==> config.mk <==
export PLATFORM = sky130hd
export DESIGN_NAME = traffic_phase_controller_flat
export DESIGN_NICKNAME = d
export VERILOG_FILES = /design/src/rtl/traffic_pkg.sv /design/src/rtl/traffic_phase_controller_if.sv /design/src/rtl/traffic_phase_controller_sec_tick_gen.sv /design/src/rtl/traffic_phase_controller.sv /design/src/flat_wrapper.sv
export SDC_FILE = /design/constraint.sdc
export NUM_CORES = 1
export LEC_CHECK = 0
export BUFFER_PORTS_ARGS = -buffer_cell sky130_fd_sc_hd__buf_2
export CAP_MARGIN = 5
export CORE_AREA = 5 5 105 107
export CTS_BUF_LIST = sky130_fd_sc_hd__clkbuf_4
export DETAILED_ROUTE_END_ITERATION = 8
export DIE_AREA = 0 0 110 112
export GPL_ROUTABILITY_DRIVEN = 0
export PLACE_DENSITY = 0.47
export SYNTH_ARGS = -nofsm -noshare
export SYNTH_HDL_FRONTEND = slang
export SYNTH_HIERARCHICAL = 1
export SYNTH_SLANG_ARGS = --single-unit
==> constraint.sdc <==
create_clock -name clock50MHz -period 9.1 [get_ports clock50MHz]
set_clock_uncertainty 0.15 [all_clocks]
set_input_delay 1.365 -clock clock50MHz [delete_from_list [all_inputs] [get_ports clock50MHz]]
set_output_delay 1.365 -clock clock50MHz [all_outputs]
set_load 0.02 [all_outputs]
==> src/rtl/traffic_pkg.sv <==
// Shared phase encoding, lamp codes and duration clamping for the intersection controller.
package traffic_pkg;

  typedef enum logic [2:0] {
    P_GREEN,
    P_AMBER,
    S_GREEN,
    S_AMBER,
    FLASH
  } state_t;

  localparam logic [2:0] ROAD_RED   = 3'b100;
  localparam logic [2:0] ROAD_AMBER = 3'b010;
  localparam logic [2:0] ROAD_GREEN = 3'b001;
  localparam logic [2:0] ROAD_OFF   = 3'b000;
  localparam logic [1:0] PED_RED    = 2'b10;
  localparam logic [1:0] PED_GREEN  = 2'b01;

  localparam logic [1:0] PH_PRINCIPAL = 2'd0;
  localparam logic [1:0] PH_SECONDARY = 2'd1;
  localparam logic [1:0] PH_NIGHT     = 2'd2;

  // Zero would never expire and the display only has two digits.
  function automatic logic [6:0] dur(input logic [6:0] x, input logic [6:0] tmax);
    if (x == 7'd0)
      return 7'd1;
    else if (x > tmax)
      return tmax;
    else
      return x;
  endfunction

endpackage

==> src/rtl/traffic_phase_controller_if.sv <==
// Operator settings in, lamp/LCD drive out; master is the controller side.
interface traffic_phase_controller_if;
  logic [6:0] Tpv;
  logic [6:0] Tsv;
  logic [6:0] Ta;
  logic       ped_req;
  logic       night_mode;
  logic [2:0] Principal_Road;
  logic [2:0] Secondary_Road;
  logic [1:0] Principal_Pedestrian;
  logic [1:0] Secondary_Pedestrian;
  logic [6:0] timeRemaining;
  logic [1:0] StateFlag;
  logic [1:0] PhraseSel;
  logic       sec_tick;

  modport master (
    input  Tpv, Tsv, Ta, ped_req, night_mode,
    output Principal_Road, Secondary_Road, Principal_Pedestrian, Secondary_Pedestrian,
    output timeRemaining, StateFlag, PhraseSel, sec_tick
  );

  modport slave (
    output Tpv, Tsv, Ta, ped_req, night_mode,
    input  Principal_Road, Secondary_Road, Principal_Pedestrian, Secondary_Pedestrian,
    input  timeRemaining, StateFlag, PhraseSel, sec_tick
  );
endinterface

==> src/rtl/traffic_phase_controller_sec_tick_gen.sv <==
// Free-running 1 s prescaler; sec_tick is high for the single cycle the count sits at TICK_DIV-1.
module sec_tick_gen #(
  parameter int TICK_DIV = 50000000
) (
  input  logic clk,
  input  logic reset,
  output logic sec_tick
);
  localparam int W = (TICK_DIV > 1) ? $clog2(TICK_DIV) : 1;
  localparam logic [W-1:0] LAST = W'(TICK_DIV - 1);

  logic [W-1:0] cnt;

  always_ff @(posedge clk) begin
    if (reset || cnt == LAST)
      cnt <= '0;
    else
      cnt <= cnt + W'(1);
  end

  assign sec_tick = (cnt == LAST);

endmodule

==> src/rtl/traffic_phase_controller.sv <==
// Two-road phase sequencer with pedestrian green shortening and night flashing.
// All lamp/LCD outputs are registered and show the new phase the cycle after the tick edge.
module traffic_phase_controller
  import traffic_pkg::*;
#(
  parameter int TICK_DIV = 50000000,
  parameter int PED_CUT  = 5,
  parameter int T_MAX    = 99
) (
  input  logic                        clock50MHz,
  input  logic                        reset,
  traffic_phase_controller_if.master  bus
);
  localparam logic [6:0] TMAX = 7'(T_MAX);
  localparam logic [6:0] CUT  = 7'(PED_CUT);

  state_t     state, nxt_state;
  logic [6:0] tr, nxt_tr;
  logic       ped, nxt_ped;
  logic       blink, nxt_blink;
  logic       tick;
  logic [2:0] pr, sr;
  logic [1:0] pp, sp, sf, ph;

  sec_tick_gen #(.TICK_DIV(TICK_DIV)) u_tick (
    .clk      (clock50MHz),
    .reset    (reset),
    .sec_tick (tick)
  );

  always_comb begin
    nxt_state = state;
    nxt_tr    = tr;
    nxt_blink = blink;
    nxt_ped   = ped | (state == P_GREEN && bus.ped_req);
    if (tick) begin
      if (bus.night_mode && state != FLASH) begin
        nxt_state = FLASH;
        nxt_tr    = '0;
        nxt_ped   = 1'b0;
        nxt_blink = 1'b1;
      end else if (state == FLASH) begin
        if (bus.night_mode) begin
          nxt_blink = ~blink;
        end else begin
          nxt_state = P_GREEN;
          nxt_tr    = dur(bus.Tpv, TMAX);
          nxt_blink = 1'b1;
        end
      end else if (tr <= 7'd1) begin
        // Leaving P_GREEN drops any pending request, including one raised this cycle.
        nxt_ped = 1'b0;
        case (state)
          P_GREEN: begin nxt_state = P_AMBER; nxt_tr = dur(bus.Ta,  TMAX); end
          P_AMBER: begin nxt_state = S_GREEN; nxt_tr = dur(bus.Tsv, TMAX); end
          S_GREEN: begin nxt_state = S_AMBER; nxt_tr = dur(bus.Ta,  TMAX); end
          default: begin nxt_state = P_GREEN; nxt_tr = dur(bus.Tpv, TMAX); end
        endcase
      end else begin
        nxt_tr = tr - 7'd1;
        if (state == P_GREEN && ped) begin
          nxt_ped = 1'b0;
          if (tr > CUT)
            nxt_tr = CUT;
        end
      end
    end
  end

  always_ff @(posedge clock50MHz) begin
    if (reset) begin
      state <= P_GREEN;
      tr    <= dur(bus.Tpv, TMAX);
      ped   <= 1'b0;
      blink <= 1'b1;
      sf    <= 2'd0;
      ph    <= PH_PRINCIPAL;
      pr    <= ROAD_GREEN;
      sr    <= ROAD_RED;
      pp    <= PED_RED;
      sp    <= PED_GREEN;
    end else begin
      state <= nxt_state;
      tr    <= nxt_tr;
      ped   <= nxt_ped;
      blink <= nxt_blink;
      case (nxt_state)
        P_GREEN: begin
          sf <= 2'd0; ph <= PH_PRINCIPAL;
          pr <= ROAD_GREEN; sr <= ROAD_RED; pp <= PED_RED; sp <= PED_GREEN;
        end
        P_AMBER: begin
          sf <= 2'd1; ph <= PH_PRINCIPAL;
          pr <= ROAD_AMBER; sr <= ROAD_RED; pp <= PED_RED; sp <= PED_RED;
        end
        S_GREEN: begin
          sf <= 2'd2; ph <= PH_SECONDARY;
          pr <= ROAD_RED; sr <= ROAD_GREEN; pp <= PED_GREEN; sp <= PED_RED;
        end
        S_AMBER: begin
          sf <= 2'd3; ph <= PH_SECONDARY;
          pr <= ROAD_RED; sr <= ROAD_AMBER; pp <= PED_RED; sp <= PED_RED;
        end
        default: begin
          sf <= 2'd1; ph <= PH_NIGHT;
          pr <= nxt_blink ? ROAD_AMBER : ROAD_OFF;
          sr <= nxt_blink ? ROAD_AMBER : ROAD_OFF;
          pp <= PED_RED; sp <= PED_RED;
        end
      endcase
    end
  end

  assign bus.Principal_Road       = pr;
  assign bus.Secondary_Road       = sr;
  assign bus.Principal_Pedestrian = pp;
  assign bus.Secondary_Pedestrian = sp;
  assign bus.timeRemaining        = tr;
  assign bus.StateFlag            = sf;
  assign bus.PhraseSel            = ph;
  assign bus.sec_tick             = tick;

endmodule

==> src/flat_wrapper.sv <==
// flat-port wrapper written by rule: the top's interface ports become plain ports
module traffic_phase_controller_flat import traffic_pkg::*;
#(
  parameter int TICK_DIV = 50000000,
  parameter int PED_CUT  = 5,
  parameter int T_MAX    = 99
)
  (clock50MHz, reset, bus_Tpv, bus_Tsv, bus_Ta, bus_ped_req, bus_night_mode, bus_Principal_Road, bus_Secondary_Road, bus_Principal_Pedestrian, bus_Secondary_Pedestrian, bus_timeRemaining, bus_StateFlag, bus_PhraseSel, bus_sec_tick);
  traffic_phase_controller_if bus_i ();
  input  logic clock50MHz;
  input  logic reset;
  input wire logic [$bits(bus_i.Tpv)-1:0] bus_Tpv;
  input wire logic [$bits(bus_i.Tsv)-1:0] bus_Tsv;
  input wire logic [$bits(bus_i.Ta)-1:0] bus_Ta;
  input wire logic [$bits(bus_i.ped_req)-1:0] bus_ped_req;
  input wire logic [$bits(bus_i.night_mode)-1:0] bus_night_mode;
  output wire logic [$bits(bus_i.Principal_Road)-1:0] bus_Principal_Road;
  output wire logic [$bits(bus_i.Secondary_Road)-1:0] bus_Secondary_Road;
  output wire logic [$bits(bus_i.Principal_Pedestrian)-1:0] bus_Principal_Pedestrian;
  output wire logic [$bits(bus_i.Secondary_Pedestrian)-1:0] bus_Secondary_Pedestrian;
  output wire logic [$bits(bus_i.timeRemaining)-1:0] bus_timeRemaining;
  output wire logic [$bits(bus_i.StateFlag)-1:0] bus_StateFlag;
  output wire logic [$bits(bus_i.PhraseSel)-1:0] bus_PhraseSel;
  output wire logic [$bits(bus_i.sec_tick)-1:0] bus_sec_tick;
  assign bus_i.Tpv = bus_Tpv;
  assign bus_i.Tsv = bus_Tsv;
  assign bus_i.Ta = bus_Ta;
  assign bus_i.ped_req = bus_ped_req;
  assign bus_i.night_mode = bus_night_mode;
  assign bus_Principal_Road = bus_i.Principal_Road;
  assign bus_Secondary_Road = bus_i.Secondary_Road;
  assign bus_Principal_Pedestrian = bus_i.Principal_Pedestrian;
  assign bus_Secondary_Pedestrian = bus_i.Secondary_Pedestrian;
  assign bus_timeRemaining = bus_i.timeRemaining;
  assign bus_StateFlag = bus_i.StateFlag;
  assign bus_PhraseSel = bus_i.PhraseSel;
  assign bus_sec_tick = bus_i.sec_tick;
  traffic_phase_controller #(.TICK_DIV(TICK_DIV), .PED_CUT(PED_CUT), .T_MAX(T_MAX)) u_core (.clock50MHz(clock50MHz), .reset(reset), .bus(bus_i));
endmodule
Word-level counts from Yosys, hierarchy flattened
Cells that the tools add are included.

Multiplexer cells: 37. Reductions and logical operators: 14. $lt $le $gt $ge: 5. Equal/unequal tests: 9. Add/subtract/negate cells: 2. Bitwise logic cells: 2.

Operators by type and width (count): 2-to-1 mux 7 bit (14); adder 26 x 1 -> 26 bit, second input constant (1); == test 26 bit, second input constant (1); > comparator 7 bit, second input constant (3); zero test 7 bit (3); case mux 3 bit (3 select lines) (2); 2-to-1 mux 3 bit (5); case mux 7 bit (2 select lines) (1); case mux 2 bit (3 select lines) (2); == test 3 x 2 -> 1 bit, second input constant (3); 2-to-1 mux 1 bit (9); > comparator 7 x 3 -> 1 bit, second input constant (1); <= comparator 7 x 1 -> 1 bit, second input constant (1); subtractor 7 x 1 -> 7 bit, second input constant (1); == test 3 x 1 -> 1 bit, second input constant (2); zero test 3 bit (2); 2-to-1 mux 2 bit (3); OR reduction 2 bit (3); inequality test 4 x 3 -> 1 bit, second input constant (1); case mux 2 bit (2 select lines) (1); == test 3 bit, second input constant (1); logical AND 1 bit (3); inequality test 3 bit, second input constant (1); AND reduction 2 bit (1); other kinds (4) (4).

Logic and storage cells: 80. Register bits: 52. Bits of input ports: 25. Output and inout bits: 22.

Logic depth before layout (Yosys ltp)
Gate-level depths: netlist of run 1.

Depth after elaboration: 9. Depth in mapped cells: 10. Mapped depth without buffers: 9.

Modules after synthesis
The synthesis of run 1 kept the hierarchy.

By module, submodules not included: traffic_phase_controller (cells an instance 180, instances 1, area an instance 1535.2 µm², sequential area each 590.6 µm²); sec_tick_gen (cells an instance 147, instances 1, area an instance 1257.5 µm², sequential area each 520.5 µm²).

Worst setup path before layout of run 1
OpenSTA, ideal clock, no wires.

Kind: register -> register. Start point: register u_core.u_tick.cnt[0]. End point: register u_core.sr[2], in the netlist u_core/bus.Secondary_Road[2]. Stages on the path, launching flop included: 10. Data arrival time: 3184 ps. Period minus slack after synthesis: 3458 ps. Path slack: 5642 ps. Cells stage by stage: dfxtp_1 -> ha_1 -> nand4_1 -> or4b_2 -> nor3_1 -> clkbuf_1 -> nand2_1 -> a2bb2oi_1 -> nor3_2 -> or2_2.

Longest elaborated chain between the ends: 5. Elaborated cells between the ends (all ways): 8. Those cells by class: 4 x eq/ne; 2 x mux; 2 x reduce/logical.

RTL lines: start: declaration (RTL line traffic_phase_controller_sec_tick_gen.sv:12) `logic [W-1:0] cnt;`; start signal: assignment (RTL line traffic_phase_controller_sec_tick_gen.sv:18) `cnt <= cnt + W'(1);`; == test 26 bit * (RTL line traffic_phase_controller_sec_tick_gen.sv:21) `assign sec_tick = (cnt == LAST);`; named net bus_sec_tick (RTL line flat_wrapper.sv:24) `output wire logic [$bits(bus_i.sec_tick)-1:0] bus_sec_tick;`; 2-to-1 mux 3 bit * (RTL line traffic_phase_controller.sv:36) `if (tick) begin`; == test 3 x 1 -> 1 bit / zero test 3 bit (equally long branches) (RTL line traffic_phase_controller.sv:87) `case (nxt_state)`; OR reduction 2 bit (no source line); case mux 3 bit (3 select lines) * (RTL line traffic_phase_controller.sv:87); end signal: assignment (RTL line traffic_phase_controller.sv:107) `sr <= nxt_blink ? ROAD_AMBER : ROAD_OFF;`; end: declaration (RTL line traffic_phase_controller.sv:22) `logic [2:0] pr, sr;`.

Mark *: on every way through the listed nets, which the timed path passes. The rest lies on a longest branch. A chain may end at the register's enable or synchronous reset.

Final worst setup path of run 1
Start point: register u_core.u_tick.cnt[0]. End point: output bus_sec_tick.

Longest elaborated chain between the ends: 1.

RTL lines (RTL line): == test 26 bit (traffic_phase_controller_sec_tick_gen.sv:21); end: declaration (flat_wrapper.sv:24).

No other way between the ends.

==> out/metrics.csv, run 1 <==
stage;metric;value;unit
outcome;outcome;finished, final reports clean;
finish;syn_to_final_growth;14.1;%
timing;grt_setup_unrepaired;false;
timing;setup_total_negative_slack;0;ns
drt;route.detailed.vias_per_inst;4.98;
synth;synth_edf_count;7;
floorplan;fp.coreArea;10000;sq um
drt;drtPass1Iterations;6;
cts;cts_hold_buf;0;
power_and_ir_drop;vdd.ir_drop.worst;0.0000680;V
synth;synthMuxAreaShare;0.00538;
power_and_ir_drop;power;0.401;mW
floorplan;top_level_ports;47;
cts;cts_max_path_buffers;2;
critical_path;critical_path_class;reg -> out;
critical_path;critical_path_cell_with_the_highest_stage_delay;sky130_fd_sc_hd__or4b_2;
critical_path;cp_top_family;simple AND/OR/NAND/NOR gates;
drt;totalWireLength;7080;microns
grt;grt.overflow.total;0;
min_path;timing.hold.worst.class;reg -> reg;
place;dp_hpwl;5350;microns
timing;final_min_period_over_clock_period;0.431;
drt;drc;0;
synth;adder_and_majority_gate_portion_of_the_synthesized_area;0.0170;
timing;period_minus_slack;3.92;ns
synth;simple_gate_fraction_of_synth_area;0.294;
cts;postCtsResizedCells;0;
grt;grt_start_max_net_pins;26;
run;timing.max_cap.violations;0;
power_and_ir_drop;power_per_cell_area;126;nW/um^2
grt;number_of_global_route_vias_before_repair;2437;
cts;clkSlewWorstSetupHoldPaths;0.14;ns
synth;async_reset_ff_frac;0;
power_and_ir_drop;p_leak;1.14;nW
cts;cts_buffers;5;
place;dpl-instance-area;3120;sq um
drt;routed_wire_length_per_instance;14.1;microns
grt;antenna_found_initial;0;
place;numPortBuffers;46;
cts;cts_num_sinks;52;
synth;synth.ff_latch_count;52;
finish;layout.core_utilization;0.317;
synth;ys.flop_type;sky130_fd_sc_hd__dfxtp_1;
critical_path;cp_data_required_time;7.59;ns
timing;finalSetupViolCount;0;
finish;antenna_cells_inserted;0;
drt;final_antenna_net_count;0;
finish;final_layout_size_suffix_gt1_frac;0.195;
floorplan;dieHeight;112;microns
finish;mostFrequentLayoutCell;sky130_fd_sc_hd__buf_2;
synth;synth.area.top_cells;sky130_fd_sc_hd__dfxtp_1 32%, sky130_fd_sc_hd__edfxtp_1 7.5%, sky130_fd_sc_hd__nand2_1 4.0%;
timing;max_clk_rate;255;MHz
timing;tightestPinTransition;1.05;ns
synth;yosys.area.top_type_share;0.323;
timing;final-hold-violation-count;0;
synth;synthXorXnorAreaFrac;0.0502;
grt;wire_length_of_the_first_global_routing_pass;11900;microns
cts;insertion_delay_of_the_later_clocked_pin_in_the_worst_skew_pair;0.37;ns
critical_path;arrival_time_reported_for_the_critical_path_endpoint;2.40;ns
synth;synthDistinctLibCells;60;
synth;combinational_family_with_the_most_area_after_synthesis;simple AND/OR/NAND/NOR gates;
critical_path;cp_max_fo;5;
synth;mappedNetlistNets;355;
critical_path;slowest_delay;0.72;ns
critical_path;reg2reg_setup_slack;5.74;ns
cts;clockRootBuffer;sky130_fd_sc_hd__clkbuf_4;
timing;slew_headroom;0.300;
finish;postLayoutCellArea;3190;sq um
cts;clock_tree.htree_level_count;2;
floorplan;floorplan.initialDensity;0.278;
timing;slew_viol_final;0;
synth;yosysWarningCount;6;
synth;synth_compound_area_frac;0.193;
synth;syn_area;2790;sq um
floorplan;die_x;110;microns
synth;post_synth_inst_count;327;
critical_path;path_cells;ha_1 -> nand4_1 -> or4b_2 -> nor3_1 -> buf_2;
synth;synth.largest_area_cell;sky130_fd_sc_hd__dfxtp_1;
finish;final_net_count;392;
floorplan;core.rowCount;37;
cts;post-cts-setup-buffers;0;
synth;postSynthAreaPerCell;8.54;sq um
critical_path;startpoint_type;flop;
drt;initialDrtViolationCount;139;
critical_path;crit_buf_inv;1;
critical_path;critPathCaptureType;primary output;
grt;grt_use_total;0.118;
finish;most-common-layout-cells;46 x sky130_fd_sc_hd__buf_2, 45 x sky130_fd_sc_hd__dfxtp_1, 30 x sky130_fd_sc_hd__nor2_1, 30 x sky130_fd_sc_hd__nand2_1, 21 x sky130_fd_sc_hd__a21oi_1;
synth;synth_sequential_area_ratio;0.398;
drt;vias;2495;
cts;tritoncts;yes;
floorplan;dieArea;12300;sq um
[registers in the layout, summed over array words and instances (netlist names), 2 cells and up]
name and cells:
u_core/bus.PhraseSel 2, u_core/bus.Principal_Pedestrian 2, u_core/bus.Principal_Road 3, u_core/bus.Secondary_Pedestrian 2
u_core/bus.Secondary_Road 3, u_core/bus.StateFlag 2, u_core/bus.timeRemaining 7, u_core/state 3
u_core/u_tick/cnt 26
[cells by family (layout without fill, tap and decap cells)]
logic type / after synthesis / in the layout
adder cells (fa/ha/maj): 4 / 4
multiplexers: 1 / 1
AO/OA/AOI/OAI: 76 / 76
buffers and inverters: 28 / 66
AND/OR/NAND/NOR: 150 / 150
flip-flops: 52 / 52
XOR/XNOR: 16 / 16
[final timing paths]
kind / startpoint / endpoint / cells past startpoint
setup / recovery: u_core/u_tick/cnt[0] / bus_sec_tick / 5
setup reg to reg: u_core/u_tick/cnt[0] / u_core/bus.Secondary_Road[2] / 9
hold / removal: u_core/u_tick/cnt[0] / u_core/u_tick/cnt[0] / 1
hold reg to reg: u_core/u_tick/cnt[0] / u_core/u_tick/cnt[0] / 1
[cell usage after synthesis (2+ instances only)]
cell type                    n
sky130_fd_sc_hd__dfxtp_1    45
sky130_fd_sc_hd__nand2_1    30
sky130_fd_sc_hd__nor2_1     30
sky130_fd_sc_hd__a21oi_1    21
sky130_fd_sc_hd__nand3_1    17
sky130_fd_sc_hd__nor3_1     17
sky130_fd_sc_hd__o21ai_0    14
sky130_fd_sc_hd__inv_1      11
sky130_fd_sc_hd__clkbuf_1   10
sky130_fd_sc_hd__nand4_1     9
sky130_fd_sc_hd__xor2_1      9
sky130_fd_sc_hd__edfxtp_1    7
sky130_fd_sc_hd__or4_1       7
sky130_fd_sc_hd__xnor2_1     7
sky130_fd_sc_hd__a21o_1      5
sky130_fd_sc_hd__nand2b_1    5
sky130_fd_sc_hd__or3_1       5
sky130_fd_sc_hd__a22o_1      4
sky130_fd_sc_hd__a32oi_1     4
sky130_fd_sc_hd__buf_2       4
sky130_fd_sc_hd__o31ai_1     4
sky130_fd_sc_hd__a211o_1     3
sky130_fd_sc_hd__and4_1      3
sky130_fd_sc_hd__ha_1        3
sky130_fd_sc_hd__nor2b_1     3
sky130_fd_sc_hd__nor4_1      3
sky130_fd_sc_hd__or2_2       3
sky130_fd_sc_hd__a211oi_1    2
sky130_fd_sc_hd__a311oi_1    2
sky130_fd_sc_hd__and2_1      2
sky130_fd_sc_hd__and3_1      2
sky130_fd_sc_hd__clkbuf_2    2
sky130_fd_sc_hd__nand4b_1    2
sky130_fd_sc_hd__nor3_2      2
sky130_fd_sc_hd__nor3b_1     2
sky130_fd_sc_hd__nor4b_1     2
sky130_fd_sc_hd__o2bb2ai_1   2
sky130_fd_sc_hd__or4b_2      2
[final cells by class]
class	instances	area (sq um)
clock inverters	3	26.3
multi-input cells	247	1560
well taps	136	170
clock buffers	5	37.5
inverters	11	41.3
flip-flops and latches	52	1110
repair buffers	47	238
fillers	1106	6860
[per-layer routing]
| layer | share of wire | wire length (microns) | track usage |
|---|---|---|---|
| met2 | 0.44 | 3120 | 0.178 |
| met1 | 0.50 | 3560 | 0.171 |
| met4 | 0.0065 | 46 | 0.0299 |
| met3 | 0.049 | 346 | 0.0261 |
| met5 | 0 | 0 | 0 |
[where the power goes]
part	total, mW	internal [mW]	switching [mW]
sequential	0.243	0.238	0.00536
clock	0.110	0.0323	0.0774
combinational	0.0483	0.0192	0.0291
total	0.401	0.289	0.112
[metrics by stage]
stage                     setup WS (ns)  cells  hold WS (ns)
after global routing               4.92    501         0.389
after CTS                          5.11    501         0.350
after global placement             5.59    493         0.311
after floorplan                    5.64    327         0.291
final                              5.18    501         0.345
after detailed placement           5.55    493         0.316
Note: power is estimated with default switching activity, not from simulation.
==> run 2, diff against run 1 <==
clock period = 3.65 ns   (was 9.1 ns; I/O delays follow)
==> run 2 against run 1 <==
Die area is the same. Sequential share of layout area shrank 0.23 points. Highest routed layer unchanged. Power grew to 2.5 times the previous value. Sequential cell count is the same.
==> out/metrics.csv, run 2 (synthesis results as in run 1) <==
stage;metric;value;unit
finish;final-instance-count-excl-fill;504;
run;timing.max_cap.violations;0;
cts;post-cts-setup-buffers;0;
critical_path;cp_max_fo;10;
drt;route.detailed.vias_per_inst;4.96;
grt;antenna_found_initial;0;
timing;whs;0.344;ns
finish;registers.top_by_ff_count;u_core/u_tick/cnt;
finish;antenna_cells_inserted;0;
drt;totalWireLength;7120;microns
drt;final_antenna_net_count;0;
power_and_ir_drop;power_per_cell_area;314;nW/um^2
critical_path;reg2reg_setup_slack;0.64;ns
finish;final_layout_size_suffix_gt1_frac;0.201;
critical_path;critical_path_cell_with_the_highest_stage_delay;sky130_fd_sc_hd__or4b_2;
grt;number_of_global_route_vias_before_repair;2335;
grt;wire_length_of_the_first_global_routing_pass;11700;microns
floorplan;floorplan.initialDensity;0.278;
floorplan;core.rowCount;37;
cts;tritoncts;yes;
critical_path;path_cells;ha_1 -> nand4_1 -> or4b_2 -> nor3_1 -> buf_4 -> buf_2;
power_and_ir_drop;power;1.01;mW
min_path;timing.hold.worst.class;in -> reg;
timing;final-hold-violation-count;0;
timing;final_min_period_over_clock_period;0.863;
timing;grt_setup_unrepaired;false;
timing;tightestPinTransition;0.818;ns
timing;fin_ws;0.500;ns
timing;period_minus_slack;3.15;ns
place;numPortBuffers;46;
cts;clockRootBuffer;sky130_fd_sc_hd__clkbuf_4;
cts;clkSlewWorstSetupHoldPaths;0.17;ns
critical_path;slowest_delay;0.71;ns
floorplan;fp.coreArea;10000;sq um
grt;grt_use_total;0.117;
place;worst_setup_slack_post_dpl;0.627;ns
power_and_ir_drop;p_leak;1.15;nW
finish;syn_to_final_growth;14.8;%
floorplan;top_level_ports;47;
critical_path;startpoint_type;flop;
power_and_ir_drop;clock_power_share;0.278;
floorplan;die_x;110;microns
drt;drtPass1Iterations;4;
outcome;outcome;finished, final reports clean;
timing;slew_viol_final;0;
timing;setup_total_negative_slack;0;ns
drt;drc;0;
min_path;hold_path.startpoint;bus_Tpv[2];
critical_path;critical_path_class;reg -> out;
power_and_ir_drop;internal_power;0.722;mW
cts;cts_max_path_buffers;2;
drt;routed_wire_length_per_instance;14.1;microns
critical_path;cp_data_required_time;2.95;ns
cts;clock_tree.htree_level_count;2;
critical_path;critPathCaptureType;primary output;
power_and_ir_drop;switching_share;0.282;
power_and_ir_drop;p_sw;0.284;mW
finish;final_net_count;395;
place;dpl.cell_count;496;
critical_path;arrival_time_reported_for_the_critical_path_endpoint;2.45;ns
timing;max_clk_rate;317;MHz
cts;postCtsResizedCells;0;
finish;mostFrequentLayoutCell;sky130_fd_sc_hd__buf_2;
timing;finalSetupViolCount;0;
grt;grt.overflow.total;0;
cts;cts_hold_buf;0;
cts;insertion_delay_of_the_later_clocked_pin_in_the_worst_skew_pair;0.37;ns
drt;initialDrtViolationCount;198;
power_and_ir_drop;vdd.ir_drop.worst;0.000157;V
critical_path;rr_startpoint;u_core/u_tick/cnt[0];
power_and_ir_drop;power_frac_seq;0.603;
power_and_ir_drop;p_comb_frac;0.119;
drt;vias;2500;
finish;num-fill-cells;1095;
cts;cts_buffers;5;
floorplan;dieArea;12300;sq um
grt;grt_start_max_net_pins;23;
floorplan;dieHeight;112;microns
place;dp_hpwl;5420;microns
finish;largest_reg_flops;26;
timing;slew_headroom;0.450;
critical_path;crit_path_start;u_core/u_tick/cnt[0];
cts;cts_num_sinks;52;
finish;most-common-layout-cells;46 x sky130_fd_sc_hd__buf_2, 45 x sky130_fd_sc_hd__dfxtp_1, 30 x sky130_fd_sc_hd__nor2_1, 30 x sky130_fd_sc_hd__nand2_1, 21 x sky130_fd_sc_hd__a21oi_1;
run 2: critical path: cells and delay by family (launching register included):
family / cells / cell delay (ns)
simple gates: 3 / 1.02
flops: 1 / 0.42
buf+inv: 2 / 0.39
fa+ha+maj: 1 / 0.24
run 2: cell type report:
cell class | instances | area (sq um) | share of cell area
Tap cell | 136 | 170 | 0.0531
Inverter | 11 | 41.3 | 0.0129
Timing Repair Buffer | 50 | 260 | 0.0812
Multi-Input combinational cell | 247 | 1560 | 0.487
Clock inverter | 3 | 25.0 | 0.00780
Clock buffer | 5 | 37.5 | 0.0117
Sequential cell | 52 | 1110 | 0.346
run 2: stage by stage:
step / instance area (sq um) / util
final: 3210 / 0.319
after floorplan: 2790 / -
after global placement: 3140 / 0.313
after CTS: 3210 / 0.319
after detailed placement: 3140 / 0.313
after global routing: 3210 / 0.319
run 2: routing by layer:
layer  global-route usage  vias to the layer above  share of wire
met5                    0                        -              0
met4               0.0299                        0         0.0065
met3               0.0238                        2          0.034
met2                0.176                       45           0.45
met1                0.170                     1172           0.51
li1                     -                     1281              -
run 2: path summary, 6_finish.rpt:
| kind | to | cells past startpoint |
|---|---|---|
| worst min register to register | u_core/u_tick/cnt[0] | 1 |
| worst min-delay path | u_core/bus.timeRemaining[2] | 2 |
| worst max register to register | u_core/bus.Principal_Road[1] | 9 |
| worst max-delay path | bus_sec_tick | 6 |
run 2: power by group through the flow:
stage / Combinational (mW) / Clock, mW / Sequential, mW
after floorplan: 0.0740 / 0 / 0.621
after global placement: 0.120 / 0 / 0.618
after detailed placement: 0.120 / 0 / 0.618
after CTS: 0.121 / 0.293 / 0.606
after global routing: 0.133 / 0.315 / 0.608
final: 0.120 / 0.280 / 0.606
==> run 3, diff against run 2 <==
PLACE_DENSITY = 0.48   (was 0.47)
clock period = 2.55 ns   (was 3.65 ns; I/O delays follow)
==> run 3 against run 2 <==
Sequential cell count is the same. Core utilization rose by 4.5 points. Sequential power grew 42%. Worst setup slack got worse by 0.50 ns. Final cell count is 7.9% higher. First-iteration DRC count fell by 8.1%. Global-route usage up 0.88 points. Register-to-register slack got worse by 0.64 ns. Sequential share of layout area decreased by 4.2 points. Critical endpoint is now u_core/bus.Secondary_Road[2]. Final area increased by 14%. Non-clock buffer count rose by 40. Highest routed layer unchanged.
==> out/metrics.csv, run 3 (synthesis results as in run 1) <==
stage;metric;value;unit
outcome;outcome;finished, final reports clean;
timing;final-hold-violation-count;0;
run;timing.max_cap.violations;0;
drt;route.detailed.vias_per_inst;4.92;
finish;final_layout_size_suffix_gt1_frac;0.319;
finish;postLayoutCellArea;3660;sq um
critical_path;startpoint_type;flop;
critical_path;cp_max_fo;5;
critical_path;cp_data_required_time;2.70;ns
place;dpl-instance-area;3440;sq um
critical_path;worstRegToRegCells;10;
cts;clockRootBuffer;sky130_fd_sc_hd__clkbuf_4;
finish;final_net_count;435;
floorplan;die_x;110;microns
grt;grt.overflow.total;0;
timing;tightestPinTransition;0.944;ns
cts;clkSlewWorstSetupHoldPaths;0.18;ns
finish;antenna_cells_inserted;0;
timing;grt_setup_unrepaired;true;
finish;largest_reg_flops;26;
critical_path;critical_path_class;reg -> reg;
grt;grt_use_total;0.126;
drt;vias;2677;
grt;grt_start_max_net_pins;23;
grt;number_of_global_route_vias_before_repair;2558;
floorplan;fp.coreArea;10000;sq um
cts;cts_num_sinks;52;
finish;num-fill-cells;1084;
critical_path;crit-reg2reg-capture;u_core/bus.Secondary_Road[2];
drt;final_antenna_net_count;0;
floorplan;dieHeight;112;microns
place;dp_hpwl;5820;microns
critical_path;critical_path_depth;10;
power_and_ir_drop;power;1.50;mW
timing;slew_headroom;0.366;
finish;mostFrequentLayoutCell;sky130_fd_sc_hd__buf_2;
critical_path;crit_path_start;u_core/u_tick/cnt[1];
drt;drtPass1Iterations;4;
critical_path;critPathCaptureType;flop;
finish;registers.top_by_ff_count;u_core/u_tick/cnt;
finish;multi_input_gate_area_in_the_final_layout;1680;sq um
floorplan;top_level_ports;47;
timing;slew_viol_final;0;
critical_path;arrival_time_reported_for_the_critical_path_endpoint;2.70;ns
critical_path;cp_top_family;simple AND/OR/NAND/NOR gates;
floorplan;floorplan.initialDensity;0.278;
floorplan;core.rowCount;37;
power_and_ir_drop;power_per_cell_area;409;nW/um^2
grt;wire_length_of_the_first_global_routing_pass;12400;microns
timing;final_min_period_over_clock_period;0.999;
timing;period_minus_slack;2.55;ns
min_path;timing.hold.worst.class;in -> reg;
finish;most-common-layout-cells;45 x sky130_fd_sc_hd__buf_2, 43 x sky130_fd_sc_hd__dfxtp_1, 39 x sky130_fd_sc_hd__buf_4, 29 x sky130_fd_sc_hd__nor2_1, 29 x sky130_fd_sc_hd__nand2_1;
cts;cts_hold_buf;0;
critical_path;rr_startpoint;u_core/u_tick/cnt[1];
critical_path;slowest_delay;0.53;ns
critical_path;reg2reg_setup_slack;0.004;ns
floorplan;dieArea;12300;sq um
timing;setup_total_negative_slack;0;ns
cts;tritoncts;yes;
critical_path;crit_buf_inv;2;
drt;drc;0;
cts;clock_tree.htree_level_count;2;
place;numPortBuffers;46;
finish;syn_to_final_growth;31.0;%
cts;cts_max_path_buffers;2;
timing;finalSetupViolCount;0;
drt;totalWireLength;7680;microns
power_and_ir_drop;p_leak;1.39;nW
drt;routed_wire_length_per_instance;14.1;microns
drt;initialDrtViolationCount;182;
cts;cts_buffers;5;
critical_path;cp-endpoint;u_core/bus.Secondary_Road[2];
grt;antenna_found_initial;0;
timing;max_clk_rate;393;MHz
critical_path;critical_path_cell_with_the_highest_stage_delay;sky130_fd_sc_hd__or4b_4;
power_and_ir_drop;vdd.ir_drop.worst;0.000204;V
cts;insertion_delay_of_the_later_clocked_pin_in_the_worst_skew_pair;0.38;ns
critical_path;path_cells;ha_4 -> nand4_1 -> or4b_4 -> nor3_4 -> buf_6 -> nand2_2 -> a2bb2oi_4 -> nor3_2 -> buf_4 -> or2_2;
finish;seqCellArea;1110;sq um
-- run 3: cell count changes in the layout (fill, tap and decap cells not counted), moves of 2 or more --
cell / delta
sky130_fd_sc_hd__a21oi_1: -2
sky130_fd_sc_hd__or4_1: -2
sky130_fd_sc_hd__dfxtp_2: +2
sky130_fd_sc_hd__nor3_1: -2
sky130_fd_sc_hd__buf_6: +6
sky130_fd_sc_hd__nor3_4: +3
sky130_fd_sc_hd__buf_4: +35
sky130_fd_sc_hd__or4_4: +2
sky130_fd_sc_hd__o21ai_0: -2
sky130_fd_sc_hd__dfxtp_1: -2
sky130_fd_sc_hd__o21ai_1: +2
sky130_fd_sc_hd__a21oi_2: +2
-- run 3: what timing repair did --
action / in CTS / in global routing
endpoints found under the setup margin: 9 / 15
pin swaps: 6 / 11
setup buffers: 10 / 1
resized for setup: 3 / 15
-- run 3: worst register-to-register path: stages (launching register included) --
cell and delay [ns]:
sky130_fd_sc_hd__dfxtp_2 0.39, sky130_fd_sc_hd__ha_4 0.13, sky130_fd_sc_hd__nand4_1 0.11, sky130_fd_sc_hd__or4b_4 0.53, sky130_fd_sc_hd__nor3_4 0.22, sky130_fd_sc_hd__buf_6 0.16, sky130_fd_sc_hd__nand2_2 0.09, sky130_fd_sc_hd__a2bb2oi_4 0.21
sky130_fd_sc_hd__nor3_2 0.06, sky130_fd_sc_hd__buf_4 0.15, sky130_fd_sc_hd__or2_2 0.27
-- run 3: layout make-up --
type	count	share of cell area
well taps	136	0.0465
flip-flops and latches	52	0.304
repair buffers	90	0.160
inverters	11	0.0113
multi-input cells	247	0.460
clock inverters	3	0.00786
clock buffers	5	0.0103
-- run 3: report_power, final --
| part | switching, mW | total, mW | internal, mW |
|---|---|---|---|
| sequential | 0.0108 | 0.859 | 0.849 |
| clock | 0.301 | 0.423 | 0.123 |
| combinational | 0.123 | 0.215 | 0.0919 |
| total | 0.435 | 1.50 | 1.06 |
-- run 3: how the worst min path moves through the flow --
stage / from / to / slack, ns / depth (start not counted)
6_report: bus_Tpv[2] / u_core/bus.timeRemaining[2] / 0.15 / 2
3_3_place_gp: u_core/u_tick/cnt[23] / u_core/u_tick/cnt[23] / 0.34 / 2
4_1_cts: bus_Tpv[2] / u_core/bus.timeRemaining[2] / 0.13 / 2
3_5_place_dp: u_core/u_tick/cnt[22] / u_core/u_tick/cnt[22] / 0.34 / 2
5_1_grt: bus_Tpv[2] / u_core/bus.timeRemaining[2] / 0.12 / 2
2_1_floorplan: u_core/u_tick/cnt[0] / u_core/u_tick/cnt[0] / 0.29 / 1
-- run 3: layer usage --
layer / vias up / routed length, microns / track usage
li1: 1364 / - / -
met5: - / 0 / 0
met1: 1226 / 3730 / 0.181
met4: 0 / 97 / 0.0341
met2: 79 / 3420 / 0.189
met3: 8 / 420 / 0.0261
-- run 3: per-stage QoR --
step	hold WS (ns)	setup slack [ns]	cells	util
finish	0.150	0.00358	544	0.364
global route	0.121	-0.155	544	0.364
floorplan	0.294	-0.0888	327	-
CTS	0.131	-0.0542	544	0.358
detailed placement	0.342	-0.0467	526	0.343
global placement	0.335	0.0156	526	0.343
